$ cat src/rtl/imem_port_arbiter_if.sv
// Instruction-memory port bundle: fetch requester, loader/debug requester and the
// single-ported memory, seen from the arbiter (master) and from its environment (slave).
interface imem_port_arbiter_if #(
  parameter int DBITS        = 32,
  parameter int IMEMADDRBITS = 16,
  parameter int IMEMWORDBITS = 2
);
  logic                                 fe_req;
  logic [DBITS-1:0]                     fe_addr;
  logic                                 fe_gnt;
  logic                                 fe_stall;
  logic                                 fe_rvalid;
  logic [DBITS-1:0]                     fe_rdata;

  logic                                 ld_req;
  logic                                 ld_we;
  logic                                 ld_lock;
  logic [DBITS-1:0]                     ld_addr;
  logic [DBITS-1:0]                     ld_wdata;
  logic                                 ld_gnt;
  logic                                 ld_rvalid;
  logic [DBITS-1:0]                     ld_rdata;

  logic                                 mem_en;
  logic                                 mem_we;
  logic [IMEMADDRBITS-IMEMWORDBITS-1:0] mem_addr;
  logic [DBITS-1:0]                     mem_wdata;
  logic [DBITS-1:0]                     mem_rdata;

  modport master (
    input  fe_req, fe_addr, ld_req, ld_we, ld_lock, ld_addr, ld_wdata, mem_rdata,
    output fe_gnt, fe_stall, fe_rvalid, fe_rdata, ld_gnt, ld_rvalid, ld_rdata,
           mem_en, mem_we, mem_addr, mem_wdata
  );

  modport slave (
    output fe_req, fe_addr, ld_req, ld_we, ld_lock, ld_addr, ld_wdata, mem_rdata,
    input  fe_gnt, fe_stall, fe_rvalid, fe_rdata, ld_gnt, ld_rvalid, ld_rdata,
           mem_en, mem_we, mem_addr, mem_wdata
  );
endinterface

$ cat src/rtl/imem_port_arbiter.sv
// Fetch-priority arbiter for the instruction-memory port with a loader starvation
// guard, exclusive loader lock mode and 1-cycle read response routing.
module imem_port_arbiter #(
  parameter int DBITS        = 32,
  parameter int IMEMADDRBITS = 16,
  parameter int IMEMWORDBITS = 2,
  parameter int STARVE_LIMIT = 8
) (
  input  logic                clk,
  input  logic                reset,
  imem_port_arbiter_if.master bus
);
  typedef enum logic [1:0] {FETCH, LOCKED, DRAIN} state_t;

  localparam logic [3:0] STARVE_MAX = 4'(STARVE_LIMIT);

  state_t     state, state_nxt;
  logic [3:0] starve_cnt, starve_nxt;
  logic       fe_gnt, ld_gnt, ld_force;
  logic       fe_tag, ld_tag;

  always_ff @(posedge clk or negedge reset) begin
    if (!reset) begin
      state      <= FETCH;
      starve_cnt <= '0;
    end else begin
      state      <= state_nxt;
      starve_cnt <= starve_nxt;
    end
  end

  always_comb begin
    state_nxt  = state;
    starve_nxt = '0;
    case (state)
      FETCH: begin
        if (bus.ld_lock) state_nxt = LOCKED;
        if (bus.ld_req && !ld_gnt)
          starve_nxt = (starve_cnt == STARVE_MAX) ? starve_cnt : starve_cnt + 4'd1;
      end
      LOCKED:  if (!bus.ld_lock) state_nxt = DRAIN;
      default: state_nxt = FETCH;
    endcase
  end

  // Grants are forced low while reset is held so the memory sees no access.
  always_comb begin
    fe_gnt   = 1'b0;
    ld_gnt   = 1'b0;
    ld_force = bus.ld_req && (starve_cnt == STARVE_MAX);
    if (reset) begin
      case (state)
        FETCH: begin
          if (ld_force)        ld_gnt = 1'b1;
          else if (bus.fe_req) fe_gnt = 1'b1;
          else if (bus.ld_req) ld_gnt = 1'b1;
        end
        LOCKED:  ld_gnt = bus.ld_req;
        default: ;
      endcase
    end
  end

  always_ff @(posedge clk or negedge reset) begin
    if (!reset) begin
      fe_tag <= 1'b0;
      ld_tag <= 1'b0;
    end else begin
      fe_tag <= fe_gnt;
      ld_tag <= ld_gnt && !bus.ld_we;
    end
  end

  assign bus.fe_gnt    = fe_gnt;
  assign bus.ld_gnt    = ld_gnt;
  assign bus.fe_stall  = bus.fe_req && !fe_gnt;

  assign bus.mem_en    = fe_gnt | ld_gnt;
  assign bus.mem_we    = ld_gnt & bus.ld_we;
  assign bus.mem_addr  = ld_gnt ? bus.ld_addr[IMEMADDRBITS-1:IMEMWORDBITS] :
                         fe_gnt ? bus.fe_addr[IMEMADDRBITS-1:IMEMWORDBITS] : '0;
  assign bus.mem_wdata = (fe_gnt | ld_gnt) ? bus.ld_wdata : '0;

  assign bus.fe_rvalid = fe_tag;
  assign bus.ld_rvalid = ld_tag;
  assign bus.fe_rdata  = bus.mem_rdata;
  assign bus.ld_rdata  = bus.mem_rdata;
endmodule

$ cat src/flat_wrapper.sv
// flat-port wrapper written by rule: the top's interface ports become plain ports
module imem_port_arbiter_flat 
#(
  parameter int DBITS        = 32,
  parameter int IMEMADDRBITS = 16,
  parameter int IMEMWORDBITS = 2,
  parameter int STARVE_LIMIT = 8
)
  (clk, reset, bus_fe_req, bus_fe_addr, bus_ld_req, bus_ld_we, bus_ld_lock, bus_ld_addr, bus_ld_wdata, bus_mem_rdata, bus_fe_gnt, bus_fe_stall, bus_fe_rvalid, bus_fe_rdata, bus_ld_gnt, bus_ld_rvalid, bus_ld_rdata, bus_mem_en, bus_mem_we, bus_mem_addr, bus_mem_wdata);
  imem_port_arbiter_if #(.DBITS(DBITS), .IMEMADDRBITS(IMEMADDRBITS), .IMEMWORDBITS(IMEMWORDBITS)) bus_i ();
  input  logic clk;
  input  logic reset;
  input wire logic [$bits(bus_i.fe_req)-1:0] bus_fe_req;
  input wire logic [$bits(bus_i.fe_addr)-1:0] bus_fe_addr;
  input wire logic [$bits(bus_i.ld_req)-1:0] bus_ld_req;
  input wire logic [$bits(bus_i.ld_we)-1:0] bus_ld_we;
  input wire logic [$bits(bus_i.ld_lock)-1:0] bus_ld_lock;
  input wire logic [$bits(bus_i.ld_addr)-1:0] bus_ld_addr;
  input wire logic [$bits(bus_i.ld_wdata)-1:0] bus_ld_wdata;
  input wire logic [$bits(bus_i.mem_rdata)-1:0] bus_mem_rdata;
  output wire logic [$bits(bus_i.fe_gnt)-1:0] bus_fe_gnt;
  output wire logic [$bits(bus_i.fe_stall)-1:0] bus_fe_stall;
  output wire logic [$bits(bus_i.fe_rvalid)-1:0] bus_fe_rvalid;
  output wire logic [$bits(bus_i.fe_rdata)-1:0] bus_fe_rdata;
  output wire logic [$bits(bus_i.ld_gnt)-1:0] bus_ld_gnt;
  output wire logic [$bits(bus_i.ld_rvalid)-1:0] bus_ld_rvalid;
  output wire logic [$bits(bus_i.ld_rdata)-1:0] bus_ld_rdata;
  output wire logic [$bits(bus_i.mem_en)-1:0] bus_mem_en;
  output wire logic [$bits(bus_i.mem_we)-1:0] bus_mem_we;
  output wire logic [$bits(bus_i.mem_addr)-1:0] bus_mem_addr;
  output wire logic [$bits(bus_i.mem_wdata)-1:0] bus_mem_wdata;
  assign bus_i.fe_req = bus_fe_req;
  assign bus_i.fe_addr = bus_fe_addr;
  assign bus_i.ld_req = bus_ld_req;
  assign bus_i.ld_we = bus_ld_we;
  assign bus_i.ld_lock = bus_ld_lock;
  assign bus_i.ld_addr = bus_ld_addr;
  assign bus_i.ld_wdata = bus_ld_wdata;
  assign bus_i.mem_rdata = bus_mem_rdata;
  assign bus_fe_gnt = bus_i.fe_gnt;
  assign bus_fe_stall = bus_i.fe_stall;
  assign bus_fe_rvalid = bus_i.fe_rvalid;
  assign bus_fe_rdata = bus_i.fe_rdata;
  assign bus_ld_gnt = bus_i.ld_gnt;
  assign bus_ld_rvalid = bus_i.ld_rvalid;
  assign bus_ld_rdata = bus_i.ld_rdata;
  assign bus_mem_en = bus_i.mem_en;
  assign bus_mem_we = bus_i.mem_we;
  assign bus_mem_addr = bus_i.mem_addr;
  assign bus_mem_wdata = bus_i.mem_wdata;
  imem_port_arbiter #(.DBITS(DBITS), .IMEMADDRBITS(IMEMADDRBITS), .IMEMWORDBITS(IMEMWORDBITS), .STARVE_LIMIT(STARVE_LIMIT)) u_core (.clk(clk), .reset(reset), .bus(bus_i));
endmodule
$ cat config.mk
export PLATFORM = sky130hd
export DESIGN_NAME = imem_port_arbiter_flat
export DESIGN_NICKNAME = d
export VERILOG_FILES = /design/src/rtl/imem_port_arbiter_if.sv /design/src/rtl/imem_port_arbiter.sv /design/src/flat_wrapper.sv
export SDC_FILE = /design/constraint.sdc
export NUM_CORES = 1
export LEC_CHECK = 0
export BUFFER_PORTS_ARGS = -buffer_cell sky130_fd_sc_hd__buf_2
export CAP_MARGIN = 20
export CORE_AREA = 2 2 97 99
export DETAILED_ROUTE_END_ITERATION = 12
export DIE_AREA = 0 0 99 101
export SLEW_MARGIN = 40
export SYNTH_ARGS = -nofsm -noshare
export SYNTH_HDL_FRONTEND = slang
export SYNTH_SLANG_ARGS = --single-unit
$ cat constraint.sdc
create_clock -name clk -period 1.5 [get_ports clk]
set_input_delay 0.15 -clock clk [delete_from_list [all_inputs] [get_ports clk]]
set_output_delay 0.15 -clock clk [all_outputs]
set_load 0.005 [all_outputs]
Yosys cells after proc, flatten, opt, wreduce, memory -nomap -nowiden

Cells that the tools add are included.

Memory bits (writable): 0
Output and inout bits: 117
Memories kept: 0
Bits in registers: 8
Input port bits: 134
Bits in read-only memories: 0
Latch bits: 0
Logic and storage cells: 39

Multipliers: 0
Add/sub/neg operators: 1
Reductions and logical operators: 9
Shift operators: 0
Bitwise operators: 2
Div/mod/pow operators: 0
Equality and inequality tests: 5
Mux-type cells: 18
$lt $le $gt $ge: 0

Operators by type and width:

| cell                | count |
|---|---|
| $mux 32             | 1 |
| $mux 14             | 2 |
| $mux 4              | 3 |
| $mux 1              | 8 |
| $add 4x1->4 const B | 1 |
| $eq 4x4->1 const B  | 1 |
| $logic_and 1x1->1   | 4 |
| $mux 2              | 2 |
| $ne 2x2->1 const B  | 2 |
| $pmux 2 s2          | 1 |
| $logic_not 1->1     | 3 |
| $ne 3x3->1 const B  | 1 |
| $eq 2x1->1 const B  | 1 |
| $logic_not 2->1     | 1 |
| $pmux 1 s2          | 1 |
| $reduce_and 2->1    | 1 |
| $and 1x1->1         | 1 |
| $or 1x1->1          | 1 |

Logic depth before layout (Yosys ltp)

Gate-level depths: netlist (run 1).

Depth in word-level cells: 9
Gate-level depth with buffers: 6
Gate-level depth less buffers: 5

Least setup slack after synthesis (run 1)

No wires, ideal clock.

Path kind: register -> output
From: register u_core.starve_cnt[0]
To: output port bus_mem_addr[10]
Required time: 1.350 ns
Path slack: 0.069 ns
Buffers on the path: 1
Cell stages (with the launch flop): 7
Arrival time: 1.281 ns
Cells stage by stage: dfrtp_1 inv_1 ha_1 and3b_1 o21ai_4 buf_6 o22ai_1

Cells in the longest elaborated chain, start to end: 7
Elaborated cells between the ends (all ways): 10
Those cells by class: 1 x eq/ne; 8 x mux; 1 x reduce/logical

RTL lines:

| item                   | RTL line                | source |
|---|---|---|
| start, declared        | imem_port_arbiter.sv:18 | `logic [3:0] starve_cnt, starve_nxt;` |
| start signal, assigned | imem_port_arbiter.sv:28 | `starve_cnt <= starve_nxt;` |
| $eq 4x4->1 *           | imem_port_arbiter.sv:50 | `ld_force = bus.ld_req && (starve_cnt == STARVE_MAX);` |
| $logic_and 1x1->1 *    | imem_port_arbiter.sv:50 |  |
| $mux 1                 | imem_port_arbiter.sv:54 | `if (ld_force) ld_gnt = 1'b1;` |
| $mux 1                 | imem_port_arbiter.sv:52 | `case (state)` |
| $mux 1                 | imem_port_arbiter.sv:51 | `if (reset) begin` |
| $mux 14                | imem_port_arbiter.sv:81 | `fe_gnt ? bus.fe_addr[IMEMADDRBITS-1:IMEMWORDBITS] : '0;` |
| $mux 14 *              | imem_port_arbiter.sv:80 | `assign bus.mem_addr = ld_gnt ? bus.ld_addr[IMEMADDRBITS-1:IMEMWORDBITS] :` |
| end, declared          | flat_wrapper.sv:30      | `output wire logic [$bits(bus_i.mem_addr)-1:0] bus_mem_addr;` |

Every way passes the cells marked *; elsewhere a longest branch is shown, timed or not.

Worst setup path in the final report (run 1)

From: register u_core.starve_cnt[0]
To: output port bus_mem_addr[0]

Same word-level chain as after synthesis.

==> metrics list, run 1 <==
* Total met2 wirelength after detailed routing: roughly 2200 µm
- Net count after synthesis: 329
* Max Clock Skew: 3.26 ps
* Final critical-path setup slack: -198 ps
* Share of synthesized area occupied by flip-flops and latches: around 14%
- In the final layout, the share of cells above drive strength 1 is between 60 and 70%.
* Class of the tightest hold or removal check: in2reg
- Fraction of post-synthesis cell area in the top cell type by area: 36.6%
* FP Rows: 35
- Violated checks: negative setup slack
- Sorting the synthesized cells by area gives the leading types as buf_4 37%, and2_1 14%, dfrtp_1 14%.
- For this design the top-level I/O count stands at about 250.
- Count of endpoints failing hold in the final timing report: 0
* Overall track demand over capacity in global routing: roughly 6.9%
- Synth Register Bits: 8
- Via count of the first global-routing pass: ~1200
- Grt ovf: 0
* Total power density per cell area: 480 nW/µm²
- Library cells used by synthesis: 30
* # DRC: 0
- In this run the static leakage power is between 1 and 1.5 nW.
* WP data arrival: ~1600 ps
- Detailed routing inserted a total of about 1400 vias.
* Root Buffer: clkbuf_8
- In this run the mean area of a mapped cell was ~7.2 µm².
- The largest total area in the synthesized netlist belongs to buf_4.
* Status: complete, but fails checks
- Fmax: a little under 600 MHz
- The count of cells in the finished layout, fillers not included, comes to 367.
- Wires add up to ~4500 µm.
* Worst-case clock buffer depth: 2
* Final setup fails: 50
- CTS built an H-tree with a depth of 1.
- Dividing the detail-routed wire length by the instance count gives approximately 12 µm.
- Yosys warning total: 0
- In this run the horizontal extent of the chip is between 90 and 100 µm.
- Post-route antenna net violation count: 0
- Clock-pin slew reported for the worst setup and hold paths after clock tree synthesis: approximately 40 ps
- Number of DRC markers after the initial detailed-route iteration: 19
* Placed instance count: 356
- The region available for standard cell placement spans 8980 µm².
- At the end of the flow, the number of nets in the layout was 394.
- The worst-case IR drop observed on VDD is ~0.00018 V.
* CTS tree: done
* Number of antenna violations at the first check in global routing: 1
* Number of I/O port buffers: around 120
* Setup repair after global routing missed its margin: yes
- 0 antenna diodes ended up in the layout.
- Of the available clock period, the critical path in the final layout requires 113%.
- The wire-length estimate of the detail-placed layout is 3210 µm.
- For this block, wires on met1 add up to between 1500 and 2000 µm.
- The initial utilization of the core area, before any placement, comes to 15.6%.
- The first global-routing pass estimated 5660 µm of wire.
* Post-Syn Area: ~1400 µm²
- The die is roughly 100 µm tall.
- Measured against its own limit, the worst slew margin works out to 73.4%.
- For the pin with the worst max-slew slack, the measured transition is ~400 ps.
* Highest routing layer actually used: met5
* Via density per instance: 3.95
- Area Overhead vs Synth: 52.9%
- Final cell utilization of the core: 23.8%
- Of all nets on the critical path, the largest fanout is 17.
* Critical path class: reg2out
- Largest net degree at the start of global routing: 34
- At the end of routability-driven placement, the weighted congestion stood at 0.741.
* Startpoint class of the critical path: register
- Clock latency on the worst-skew pair: 230 ps
* First-pass iteration count of the detailed router: 6
* Floorplan die area: approximately 10000 µm²
- Clock period minus final worst setup slack: around 1700 ps
- TritonCTS created 3 clock buffers.
- The worst setup path is captured at a primary output.
- The count of pins over their slew limit is 0.
- Clk sink count: 8
- Critical Path RT: between 1000 and 1500 ps
* Hold Slack: 92.4 ps
- Number of instances in the synthesized netlist: around 190
- In the detailed route, the total length drawn on met3 is approximately 500 µm.
- Max-Cap Viols: 0
[synthesized netlist by cell type]
cell type   n
o21ai_4     1
o21ai_0     1
o21a_2      1
buf_6       1
nor3b_1     1
nand3b_1    1
nand2b_1    2
buf_2       4
and3b_1     1
nor2b_4     1
xor2_1      1
nor2b_2     1
o22ai_2     1
o211ai_1    2
nand3_1     3
a21oi_1     3
xnor2_1     1
buf_4      68
inv_1       3
o21a_1      1
nor2_1      3
nand2_1    30
ha_1        2
dfrtp_1     8
o22ai_1    13
nand4b_1    1
nor3_1      4
nand2_2     1
nor2b_1     1
and2_1     32
[metal layers]
layer | GRT usage, % | vias up
met5 | 0 | -
met4 | 4.85 | 2
met3 | 2.15 | 24
met2 | 11.7 | 92
met1 | 7.21 | 646
li1 | - | 684
[flip-flops by register name (all words and copies together), names as in the netlist]
signal                flops
u_core.starve_cnt         4
u_core.state              2
u_core.bus.fe_rvalid      1
u_core.bus.ld_rvalid      1
[power by group]
part	total [mW]	leakage [nW]	internal, mW	switching [mW]
clock network	0.263	0.0216	0.174	0.0885
logic	0.528	0.971	0.319	0.209
registers	0.234	0.105	0.226	0.00811
[cells in the final DEF (no fill, tap or decap), types with 3 or more instances in the layout]
cell	count
a21oi_1	3
nand2_1	30
nand3_1	3
nor3_1	3
clkbuf_8	3
buf_6	33
buf_2	87
o22ai_1	13
dfrtp_1	6
and2_4	30
buf_4	7
clkbuf_16	3
[worst max-delay path: stages (launching register included)]
cell     delay [ps]
dfrtp_1         360
inv_2            60
ha_4            160
and3b_2         230
o21ai_4         140
buf_12          160
o22ai_1          80
buf_2           130
[metrics by stage]
| stage | setup slack, ps | instance area, µm² | total power, mW | TNS [ps] |
|---|---|---|---|---|
| finish | -198 | 2130 | 1.02 | -5790 |
| global route | -277 | 2130 | 1.10 | -9090 |
| CTS | -221 | 1740 | 0.887 | -5110 |
| detailed placement | -16.9 | 1660 | 0.603 | -93.6 |
| global placement | 19.5 | 1660 | 0.595 | 0 |
| floorplan | 69.2 | 1400 | 0.545 | 0 |
[final cells by class]
cell class / instances / area [µm²]
Clock buffer: 3 / 41.3
Fill cell: 984 / 6840
Inverter: 3 / 11.3
Multi-Input combinational cell: 109 / 756
Sequential cell: 8 / 203
Tap cell: 111 / 139
Timing Repair Buffer: 133 / 985
[kinds of logic after synthesis]
kind of cell    share of synthesized area [%]
buf+inv                                  39.6
flops                                    14.3
xor+xnor                                 1.25
fa+ha+maj                                1.79
simple gates                             31.5
compound gates                           11.6
[worst paths after layout]
path | startpoint | to | slack, ps | depth (start not counted)
max | u_core.starve_cnt[0]$_DFFE_PN0P_ | bus_mem_addr[0] | -200 | 7
min | bus_ld_we | u_core.bus.ld_rvalid$_DFF_PN0_ | 90 | 2
max reg2reg | u_core.starve_cnt[0]$_DFFE_PN0P_ | u_core.bus.ld_rvalid$_DFF_PN0_ | 210 | 6
min reg2reg | u_core.state[1]$_DFFE_PN0P_ | u_core.state[0]$_DFFE_PN0P_ | 590 | 2
max in group asynchronous | reset | u_core.state[1]$_DFFE_PN0P_ | 690 | 3
min in group asynchronous | reset | u_core.starve_cnt[3]$_DFFE_PN0P_ | 510 | 3
[repair_timing]
item                       4_1_cts  5_1_grt
buffers inserted                 1        2
gates resized for setup          4       69
cloned                           0        4
setup endpoints to repair       50       51
hold buffers                     1        0
pin swaps                        3       31
hold endpoints to repair         8        0
Power figures use the tool's default switching activity.
==> inputs of run 2 (changes only) <==
==> constraint.sdc (replaced) <==
create_clock -name clk -period 1.5 [get_ports clk]
set_input_delay 0.15 -clock clk [delete_from_list [all_inputs] [get_ports clk]]
set_output_delay 0.15 -clock clk [all_outputs]
set_load 0.05 [all_outputs]
==> metrics list, run 2 (synthesis results as in run 1) <==
* Total met2 wirelength after detailed routing: 2730 µm (was 2160 µm)
* Routability cong.: 0.730 (was 0.741)
- Critical Path RT: 1350 ps (about the same)
* Gate power share: 66.9% (was 51.5%)
- Max Clock Skew: 1.59 ps (was 3.26 ps)
- The clock sink count was 8 (unchanged).
- Clock-pin slew reported for the worst setup and hold paths after clock tree synthesis: 40 ps (about the same)
- FP Rows: 35 (unchanged)
- The share of the clock period used by the worst path came to 123% (was 113%).
- The element type at the critical path end is a primary output (unchanged).
- Most frequent cells in the layout: 68 x buf_2, 40 x buf_6, 29 x nand2_1 (was 87 x buf_2, 33 x buf_6, 30 x nand2_1, 30 x and2_4, 13 x o22ai_1)
- Overall routed net length: 5300 µm (was 4490 µm)
- Post-DP HPWL: 4110 µm (was 3210 µm)
- Floorplan die width: 99 µm (unchanged)
- Area Overhead vs Synth: 86.1% (was 52.9%)
* Highest routing layer actually used: met4 (was met5)
- The initial standard-cell utilization of the core is 15.6% (unchanged).
- Largest net degree at the start of global routing: 24 (was 34)
- The area of the core is 8980 µm² (unchanged).
- Rel. slew slack: 74.9% (was 73.4%)
- Cell Area, Placed: 1950 µm² (was 1660 µm²)
- The final cell count without fillers was 379 (was 367).
- The DRC marker count from the first detailed-route iteration was 16 (was 19).
- The path category of the worst min-delay check is in2reg (unchanged).
* Layout cell share with drive strength beyond 1: 72.4% (was 69.5%)
- The depth of the CTS H-tree came to 1 (unchanged).
- Violated checks: negative setup slack (unchanged).
- The final total power is 1.47 mW (was 1.02 mW).
* Via density per instance: 3.99 (was 3.95)
- Number of antenna diodes: 0 (unchanged)
- The final period demand of the worst path is 1850 ps (was 1700 ps).
- The maximum resistive drop on vdd came to 0.000212 V (was 0.000179 V).
- The largest fanout of any net on the critical path was 5 (was 17).
* Grt ovf: 0 (unchanged)
- The worst-case register-to-register setup slack is 70 ps (was 210 ps).
* Number of nets in the layout: 406 (was 394)
- The cell leakage power came to 1.21 nW (was 1.10 nW).
* Largest stage delay on the critical path: 380 ps (was 360 ps)
* Number of antenna violations at the first check in global routing: 0 (was 1)
- Post-route antenna net violation count: 0 (unchanged)
* Flip-flop count of the largest register after layout: 4 (unchanged)
- The total of buffers placed on input and output ports came to 118 (unchanged).
- Measured slew at the worst slew-check pin: 376 ps (was 397 ps)
- The critical path startpoint category is a register (unchanged).
- The aggregate global-route resource usage was 9.72% (was 6.89%).
- The power density over cell area came to 565 nW/µm² (was 480 nW/µm²).
- Registers with the most flip-flops: u_core.starve_cnt: 4 flops, u_core.state: 2 flops (unchanged)
* Pre-CTS setup slack: -156 ps (was -16.9 ps)
- Status: complete, but fails checks (unchanged)
* Top cell family by delay on the critical path: buffers and inverters (was flip-flops)
* Die height: 101 µm (unchanged)
* First-pass GRT wire length: 7800 µm (was 5660 µm)
* Clock latency on the worst-skew pair: 230 ps (about the same)
- The minimum hold slack was 86.6 ps (was 92.4 ps).
* Floorplan die area: 10000 µm² (unchanged)
* Slowest library cell on the worst path: dfrtp_1 (unchanged)
* Root Buffer: clkbuf_8 (unchanged)
- Crit path buf inv count: 4 (was 3)
- The via count of the first global-routing pass was 1565 (was 1246).
- The internal power component was 0.835 mW (was 0.719 mW).
- Worst-path cell chain: inv_2 -> ha_4 -> and3b_2 -> o21ai_4 -> buf_12 -> buf_12 -> o22ai_2 -> buf_6 (was inv_2 -> ha_4 -> and3b_2 -> o21ai_4 -> buf_12 -> o22ai_1 -> buf_2)
- The wire length the detailed router placed on met1 is 1840 µm (was 1670 µm).
- Fmax: 542 MHz (was 589 MHz)
* Placed instance count: 366 (was 356)
- First-pass iteration count of the detailed router: 4 (was 6)
- Most flop-heavy register: u_core.starve_cnt (unchanged)
- The routed length per placed instance was 14.0 µm (was 12.2 µm).
- Sw Share: 43.2% (was 29.9%)
- The data arrival time of the worst path was 1700 ps (was 1550 ps).
- Critical path class: reg2out (unchanged)
- The final setup violation count was 50 (unchanged).
- Leading cell type in the layout, fill and taps excluded: buf_2 (unchanged)
- # DRC: 0 (unchanged)
- Net load switching power: 0.634 mW (was 0.306 mW)
- The CTS tree was done (unchanged).
- Power share of the sequential group: 15.8% (was 22.9%)
- The I/O pin count was 251 (unchanged).
- Max-Cap Viols: 0 (unchanged)
- The post-layout worst setup margin was -347 ps (was -198 ps).
- Setup repair after global routing missed its margin: yes (unchanged)
- Worst-case clock buffer depth: 2 (unchanged)
* Clk network pwr share: 17.3% (was 25.6%)
* Number of max-slew violations in the final report: 0 (unchanged)
- Count of endpoints failing hold in the final timing report: 0 (unchanged)
- By instance count, the cell type seen most on the critical path is buf_12.
* Number of buffers inserted during clock tree synthesis: 3 (unchanged)
* Met3 WL: 491 µm (was 502 µm)
* Post-route standard cell area excluding fillers: 2600 µm² (was 2130 µm²)
- The count of vias placed by the detailed router came to 1511 (was 1448).
-- run 2: power by group through the flow --
stage,sequential [mW],clock [mW],combinational [mW]
6_report,0.232,0.255,0.983
2_1_floorplan,0.244,0,0.974
4_1_cts,0.231,0.262,0.980
5_1_grt,0.232,0.277,1.03
3_3_place_gp,0.233,0,0.753
3_5_place_dp,0.234,0,0.760
-- run 2: stage by stage --
stage	utilization, %	TNS (ps)
finish	28.9	-8140
global route	28.9	-12030
CTS	28.6	-8590
detailed placement	21.8	-2190
global placement	21.8	-2050
floorplan	-	-2040
-- run 2: timing repair --
| action | 4_1_cts | 5_1_grt |
|---|---|---|
| setup buffers | 4 | 2 |
| pin swaps | 6 | 2 |
| setup endpoints to repair | 51 | 51 |
| cloned | 3 | 1 |
| gates resized for setup | 132 | 6 |
| endpoints found under the hold margin | 8 | 0 |
| hold buffers | 1 | 0 |
-- run 2: worst paths after layout --
kind,to,depth (start not counted),from
max,bus_mem_addr[1],8,u_core.starve_cnt[0]$_DFFE_PN0P_
min reg2reg,u_core.state[0]$_DFFE_PN0P_,2,u_core.state[1]$_DFFE_PN0P_
max reg2reg,u_core.bus.ld_rvalid$_DFF_PN0_,8,u_core.starve_cnt[0]$_DFFE_PN0P_
max in group asynchronous,u_core.state[0]$_DFFE_PN0P_,3,reset
min,u_core.state[1]$_DFFE_PN0P_,2,bus_ld_lock
min in group asynchronous,u_core.starve_cnt[0]$_DFFE_PN0P_,3,reset
-- run 2: final cells by class --
cell class	instances	area, µm²
sequential	8	200
timing repair buffer	145	1300
tap	111	139
inverter	3	11.3
clock buffer	3	41.3
fill	948	6380
multi-input combinational	109	906
-- run 2: layer usage --
layer | up-vias | GRT usage, %
met5 | - | 0
met2 | 98 | 18.1
met1 | 666 | 10.0
li1 | 712 | -
met4 | 0 | 5.69
met3 | 35 | 2.08
